File: src/rtl/ball_plate_renderer_pkg.sv
// rtl/ball_plate_renderer_pkg.sv - shared colours, latency and screen constants for the plate renderer
package ball_plate_renderer_pkg;

  localparam logic [11:0] COL_BALL   = 12'hF80;
  localparam logic [11:0] COL_XHAIR  = 12'h0F0;
  localparam logic [11:0] COL_BORDER = 12'hFFF;
  localparam logic [11:0] COL_PLATE  = 12'h444;
  localparam logic [11:0] COL_BLACK  = 12'h000;

  localparam int PIPE_LAT = 3;
  localparam int SCREEN_W = 1024;
  localparam int SCREEN_H = 768;

  typedef struct packed {
    logic blank;
    logic on_screen;
    logic plate;
    logic border;
    logic xhair;
  } flags_t;

endpackage

File: src/rtl/sync_delay.sv
// rtl/sync_delay.sv - N-stage shift of {hsync,vsync,blank}, resets to the idle level of all three
module sync_delay #(
  parameter int N = 3
) (
  input  logic       clk_i,
  input  logic       rst_ni,
  input  logic [2:0] d_i,
  output logic [2:0] q_o
);

  logic [2:0] sh_q [N];

  always_ff @(posedge clk_i or negedge rst_ni) begin
    if (!rst_ni) begin
      for (int i = 0; i < N; i++) sh_q[i] <= 3'b111;
    end else begin
      sh_q[0] <= d_i;
      for (int i = 1; i < N; i++) sh_q[i] <= sh_q[i-1];
    end
  end

  assign q_o = sh_q[N-1];

endmodule

File: src/rtl/ball_plate_renderer.sv
// rtl/ball_plate_renderer.sv - 3-stage pixel pipeline drawing plate, border, crosshair and ball
module ball_plate_renderer
  import ball_plate_renderer_pkg::*;
#(
  parameter int BALL_R   = 16,
  parameter int PLATE_X0 = 128,
  parameter int PLATE_Y0 = 0,
  parameter int PLATE_W  = 768,
  parameter int PLATE_H  = 768,
  parameter int BORDER   = 4,
  parameter int XHAIR_L  = 8
) (
  input  logic        vclock,
  input  logic        reset_n,
  input  logic [10:0] hcount,
  input  logic [9:0]  vcount,
  input  logic        hsync,
  input  logic        vsync,
  input  logic        blank,
  input  logic [10:0] ball_x,
  input  logic [9:0]  ball_y,
  input  logic [10:0] tgt_x,
  input  logic [9:0]  tgt_y,
  input  logic        pos_valid,
  output logic        pix_hsync,
  output logic        pix_vsync,
  output logic        pix_blank,
  output logic [11:0] pix_rgb,
  output logic        frame_start
);

  localparam logic [10:0] CX   = 11'(PLATE_X0 + PLATE_W / 2);
  localparam logic [9:0]  CY   = 10'(PLATE_Y0 + PLATE_H / 2);
  localparam logic [11:0] PX0  = 12'(PLATE_X0);
  localparam logic [11:0] PW   = 12'(PLATE_W);
  localparam logic [11:0] PBX  = 12'(BORDER);
  localparam logic [11:0] PWB  = 12'(PLATE_W - BORDER);
  localparam logic [10:0] PY0  = 11'(PLATE_Y0);
  localparam logic [10:0] PH   = 11'(PLATE_H);
  localparam logic [10:0] PBY  = 11'(BORDER);
  localparam logic [10:0] PHB  = 11'(PLATE_H - BORDER);
  localparam logic [10:0] SW   = 11'(SCREEN_W);
  localparam logic [9:0]  SH   = 10'(SCREEN_H);
  localparam logic signed [11:0] XL = 12'(XHAIR_L);
  localparam logic [24:0] R2   = 25'(BALL_R * BALL_R);

  logic        vsync_q, frame_start_q, boundary;
  logic [10:0] pend_bx_q, pend_tx_q, act_bx_q, act_tx_q;
  logic [9:0]  pend_by_q, pend_ty_q, act_by_q, act_ty_q;

  logic signed [11:0] dx_d, dy_d, dx_q, dy_q, tdx, tdy;
  logic [11:0] px;
  logic [10:0] py;
  flags_t      flags_d, flags1_q, flags2_q;
  logic signed [23:0] dxw, dyw;
  logic [23:0] dx2_d, dy2_d, dx2_q, dy2_q;
  logic [24:0] sum_d;
  logic [11:0] rgb_d, rgb_q;

  // A falling vsync edge marks the frame boundary; pending positions become active there.
  assign boundary = vsync_q & ~vsync;

  always_comb begin
    px = {1'b0, hcount} - PX0;
    py = {1'b0, vcount} - PY0;
    dx_d = $signed({1'b0, hcount}) - $signed({1'b0, act_bx_q});
    dy_d = $signed({2'b00, vcount}) - $signed({2'b00, act_by_q});
    tdx  = $signed({1'b0, hcount}) - $signed({1'b0, act_tx_q});
    tdy  = $signed({2'b00, vcount}) - $signed({2'b00, act_ty_q});
    flags_d.blank     = blank;
    flags_d.on_screen = (hcount < SW) && (vcount < SH);
    flags_d.plate     = (px < PW) && (py < PH);
    flags_d.border    = flags_d.plate && ((px < PBX) || (px >= PWB) || (py < PBY) || (py >= PHB));
    flags_d.xhair     = ((tdx >= -XL) && (tdx <= XL) && (tdy == 12'sd0)) ||
                        ((tdy >= -XL) && (tdy <= XL) && (tdx == 12'sd0));
  end

  always_comb begin
    dxw   = 24'(dx_q);
    dyw   = 24'(dy_q);
    dx2_d = dxw * dxw;
    dy2_d = dyw * dyw;
  end

  always_comb begin
    sum_d = {1'b0, dx2_q} + {1'b0, dy2_q};
    rgb_d = COL_BLACK;
    if (flags2_q.blank)                         rgb_d = COL_BLACK;
    else if ((sum_d <= R2) && flags2_q.on_screen) rgb_d = COL_BALL;
    else if (flags2_q.xhair)                    rgb_d = COL_XHAIR;
    else if (flags2_q.border)                   rgb_d = COL_BORDER;
    else if (flags2_q.plate)                    rgb_d = COL_PLATE;
  end

  always_ff @(posedge vclock or negedge reset_n) begin
    if (!reset_n) begin
      vsync_q       <= 1'b1;
      frame_start_q <= 1'b0;
      pend_bx_q     <= CX;
      pend_by_q     <= CY;
      pend_tx_q     <= CX;
      pend_ty_q     <= CY;
      act_bx_q      <= CX;
      act_by_q      <= CY;
      act_tx_q      <= CX;
      act_ty_q      <= CY;
      dx_q          <= '0;
      dy_q          <= '0;
      flags1_q      <= '{blank: 1'b1, default: 1'b0};
      dx2_q         <= '0;
      dy2_q         <= '0;
      flags2_q      <= '{blank: 1'b1, default: 1'b0};
      rgb_q         <= '0;
    end else begin
      vsync_q       <= vsync;
      frame_start_q <= boundary;
      if (pos_valid) begin
        pend_bx_q <= ball_x;
        pend_by_q <= ball_y;
        pend_tx_q <= tgt_x;
        pend_ty_q <= tgt_y;
      end
      // Reads the old pending value, so a strobe on the boundary lands one frame later.
      if (boundary) begin
        act_bx_q <= pend_bx_q;
        act_by_q <= pend_by_q;
        act_tx_q <= pend_tx_q;
        act_ty_q <= pend_ty_q;
      end
      dx_q     <= dx_d;
      dy_q     <= dy_d;
      flags1_q <= flags_d;
      dx2_q    <= dx2_d;
      dy2_q    <= dy2_d;
      flags2_q <= flags1_q;
      rgb_q    <= rgb_d;
    end
  end

  sync_delay #(.N(PIPE_LAT)) u_sync_delay (
    .clk_i  (vclock),
    .rst_ni (reset_n),
    .d_i    ({hsync, vsync, blank}),
    .q_o    ({pix_hsync, pix_vsync, pix_blank})
  );

  assign pix_rgb     = rgb_q;
  assign frame_start = frame_start_q;

endmodule

File: config.mk
export PLATFORM = sky130hd
export DESIGN_NAME = ball_plate_renderer
export DESIGN_NICKNAME = d
export VERILOG_FILES = /design/src/rtl/ball_plate_renderer_pkg.sv /design/src/rtl/sync_delay.sv /design/src/rtl/ball_plate_renderer.sv
export SDC_FILE = /design/constraint.sdc
export NUM_CORES = 1
export LEC_CHECK = 0
export CAP_MARGIN = 20
export CORE_ASPECT_RATIO = 0.9
export CORE_MARGIN = 4
export CORE_UTILIZATION = 55
export CTS_CLUSTER_SIZE = 24
export DETAILED_ROUTE_END_ITERATION = 6
export GPL_ROUTABILITY_DRIVEN = 0
export PLACE_DENSITY_LB_ADDON = 0.15
export SETUP_SLACK_MARGIN = 0.05
export SYNTH_ARGS = -nofsm -noshare
export SYNTH_HDL_FRONTEND = slang
export SYNTH_SLANG_ARGS = --single-unit
File: constraint.sdc
create_clock -name vclock -period 5.3 [get_ports vclock]
set_input_delay 0.795 -clock vclock [delete_from_list [all_inputs] [get_ports vclock]]
set_output_delay 0.795 -clock vclock [all_outputs]
set_load 0.01 [all_outputs]
==> impl_metrics.py <==
metrics = {
    "global_route": {
        "top_usage_layer": "met2",
        "grt_util_met2_pct": 36.1,
        "grt_pass1_vias": 13300,
        "met3_usage_pct": 4.21,
        "met1_usage_pct": 29.7,
        "grt_max_degree": 91,
        "grt_pass1_wl_um": 61700,
        "grt_remaining_overflow": 0,
        "grtUsageTotal_pct": 21.6,
        "antenna_found_initial": 0,
    },
    "timing": {
        "finalClockSkew_ns": 0.0160,
        "worst_pin_slew_ns": 0.946,
        "fin_hold_ws_ns": 0.345,
        "period_needed_ns": 5.21,
        "setup-tns-final_ns": 0,
        "slew_viol_final": 0,
        "finalHoldViolations": 0,
        "fin_crit_sh_pct": 98.3,
        "slew_headroom_pct": 36.9,
        "rsz0062_at_grt": "yes",
        "fmax_mhz": 192,
        "finalSetupViolations": 0,
    },
    "drt": {
        "drc": 0,
        "routedWlPerCell_um": 14.9,
        "postRouteAntennaNets": 0,
        "vias": 12600,
        "drt_pass1_iterations": 5,
        "wl_um": 36500,
        "routed_via_density": 5.17,
        "dr.first_iter.drc_count": 677,
    },
    "critical_path": {
        "path_class": "reg2reg",
        "reg2reg_to": "dx2_q[22]",
        "required_ns": 5.67,
        "crit_path_max_fanout": 5,
        "r2r.worst_path.cells": 24,
        "crit_path_end": "dx2_q[22]",
        "start_kind": "flop",
        "cp_data_arrival_time_ns": 5.57,
        "critPathCaptureType": "flop",
        "r2r_start": "dx_q[4]",
        "crit_path_start": "dx_q[4]",
        "worst-r2r-setup-slack_ns": 0.09,
    },
    "floorplanning": {
        "fp.coreArea_um2": 32000,
        "fp.dieH_um": 179,
        "start_util_pct": 55.7,
        "boundaryPins": 85,
        "dieWidth_um": 198,
        "die_area_um2": 35300,
        "num_rows": 62,
    },
    "cells_and_area": {
        "nFillCells": 2574,
        "utilization_pct": 67.0,
        "num_antenna_cells": 0,
        "seqCellArea_um2": 4460,
        "area_delta_synth_final_pct": 20.3,
        "layout.nets": 2477,
        "final_layout_size_suffix_gt1_share_pct": 20.5,
        "multi_input_area_um2": 12200,
    },
    "cts": {
        "clock_tree.htree_level_count": 4,
        "cts_num_sinks": 176,
        "clkLatencyLatePin_ns": 0.45,
        "clk_pin_slew_ns": 0.08,
        "hold_buffers": 0,
        "cts-root-buf": "clkbuf_16",
        "clock_path_buffers": 2,
        "cts_inserted_buffers": 17,
        "cts_tree": "done",
    },
    "synth": {
        "synth-seq-cells": 176,
        "yosysSeqAreaShare_pct": 24.9,
        "synth_cells": 1819,
        "synth-async-reset-ratio_pct": 100,
        "syn_area_um2": 17800,
        "synth_nets": 2284,
        "synth_top_flop_cell": "dfrtp_1",
        "synth_warnings": 0,
        "ys_types": 64,
        "syn_avg_cell_area_um2": 9.79,
        "synth_edf_count": 0,
    },
    "worst_hold_path": {
        "hold_class": "in2async",
    },
    "place": {
        "port_buffers": 84,
        "dp_hpwl_um": 29200,
    },
    "run_status": {
        "status": "finished, final reports clean",
    },
    "job": {
        "cap_violations": 0,
    },
}
## worst max-delay path: stages, from the launching register on
cell      delay [ns]
dfrtp_2         0.44
inv_2           0.07
nor2_4          0.11
inv_2           0.04
fa_1            0.51
inv_2           0.04
fa_1            0.56
inv_2           0.04
fa_1            0.48
inv_2           0.04
fa_1            0.49
inv_2           0.04
fa_1            0.51
inv_2           0.04
ha_4            0.22
buf_4           0.14
a21oi_4         0.13
o31ai_4         0.10
nor3_4          0.20
o311ai_4        0.14
a21o_1          0.18
a21oi_2         0.16
o21bai_1        0.09
a21oi_1         0.18
xnor2_1         0.14
## Yosys cell counts (3+ instances only)
library cell / n / area, um2
a31oi_1: 10 / 62.6
dfstp_2: 21 / 552
buf_4: 5 / 37.5
ha_1: 162 / 2030
nand2b_1: 26 / 163
a21oi_1: 60 / 300
o21ai_0: 84 / 420
a21o_1: 29 / 218
mux2_2: 47 / 529
nor2b_1: 30 / 188
inv_1: 417 / 1570
a211oi_1: 4 / 30.0
a21boi_0: 6 / 45.0
xor2_1: 32 / 280
o21bai_1: 6 / 45.0
nor4_1: 8 / 50.1
o41ai_1: 3 / 26.3
nand3_1: 14 / 70.1
fa_1: 234 / 4680
mux2i_1: 4 / 40.0
nor2_1: 64 / 240
dfrtp_1: 155 / 3880
o21a_1: 9 / 67.6
o31ai_1: 7 / 52.6
and2_1: 71 / 444
or3_1: 5 / 31.3
nand4_1: 8 / 50.1
and3_1: 6 / 37.5
or2_2: 4 / 25.0
nor3_1: 23 / 115
clkbuf_1: 42 / 158
xnor2_1: 60 / 526
nand3b_1: 3 / 22.5
nand2_1: 115 / 432
o21ai_1: 4 / 20.0
o2111ai_1: 4 / 35.0
## stage by stage
stage          cells  worst slack [ns]  area (um2)
2_1_floorplan   1819           -0.0778       17800
3_3_place_gp    2376            -0.190       19800
3_5_place_dp    2376            -0.222       19800
4_1_cts         2418            0.0269       20700
5_1_grt         2441            -0.105       21400
6_report        2441            0.0919       21400
## flip-flops by register name, indices dropped and copies added (netlist names), 4 cells and up
register and count:
act_bx_q 11, flags2_q 4, pend_bx_q 11, act_ty_q 10
dx2_q 23, pend_ty_q 10, pend_by_q 10, dy2_q 21
flags1_q 4, dx_q 12, act_by_q 10, u_sync_delay.sh_q 6
dy_q 11, pix_rgb 7, act_tx_q 11, pend_tx_q 11
## worst min path at each step
stage | cells after the start | slack [ns] | to | from
detailed placement | 0 | 0.33 | flags2_q[0] | flags1_q[0]
CTS | 0 | 0.35 | flags2_q[1] | flags1_q[1]
floorplan | 0 | 0.33 | flags2_q[0] | flags1_q[0]
finish | 1 | 0.35 | dx2_q[0] | reset_n
global route | 0 | 0.36 | flags2_q[0] | flags1_q[0]
global placement | 0 | 0.33 | flags2_q[2] | flags1_q[2]
## placed cells by master (no fill, tap or decap), types with 21 or more instances in the layout
cell | Yosys | layout
inv_1 | 417 | 387
fa_1 | 234 | 223
ha_1 | 162 | 141
dfrtp_1 | 155 | 133
buf_4 | 5 | 115
nand2_1 | 115 | 106
clkdlybuf4s50_1 | 0 | 82
o21ai_0 | 84 | 76
nor2_1 | 64 | 58
xnor2_1 | 60 | 58
and2_1 | 71 | 51
a21oi_1 | 60 | 48
mux2_2 | 47 | 47
xor2_1 | 32 | 31
inv_2 | 0 | 30
a21o_1 | 29 | 29
nor2b_1 | 30 | 27
nand2b_1 | 26 | 24
dfrtp_2 | 0 | 22
dfstp_2 | 21 | 21
## layout make-up
type / count / share of cell area (%)
clock buffers: 17 / 1.99
clock inverters: 15 / 0.923
inverters: 418 / 7.33
multi-input cells: 1177 / 57.2
flip-flops and latches: 176 / 20.8
well taps: 416 / 2.43
repair buffers: 222 / 9.34
## cells by family after synthesis
kind of cell / share of synthesized area, %
muxes: 3.26
and+or+nand+nor: 11.0
xor gates and xnor gates: 4.53
DFF: 24.9
adders and majority gates: 37.7
buffers and inverters: 9.93
AOI/OAI and AO/OA: 8.71
## per-layer routing
| metal | routed length [um] | share of wire [%] |
|---|---|---|
| met1 | 15900 | 44 |
| met2 | 18100 | 50 |
| met3 | 1890 | 5.2 |
| met4 | 551 | 1.5 |
| met5 | 0 | 0 |
## what timing repair did
action,CTS,global route
endpoints found under the hold margin,0,0
setup endpoints to repair,9,11
setup buffers,10,24
pin swaps,31,100
resized for setup,63,136
Power is left out: the tool's default activity adds up to more than one toggle a clock period on the data nets, which glitch-free logic cannot reach.
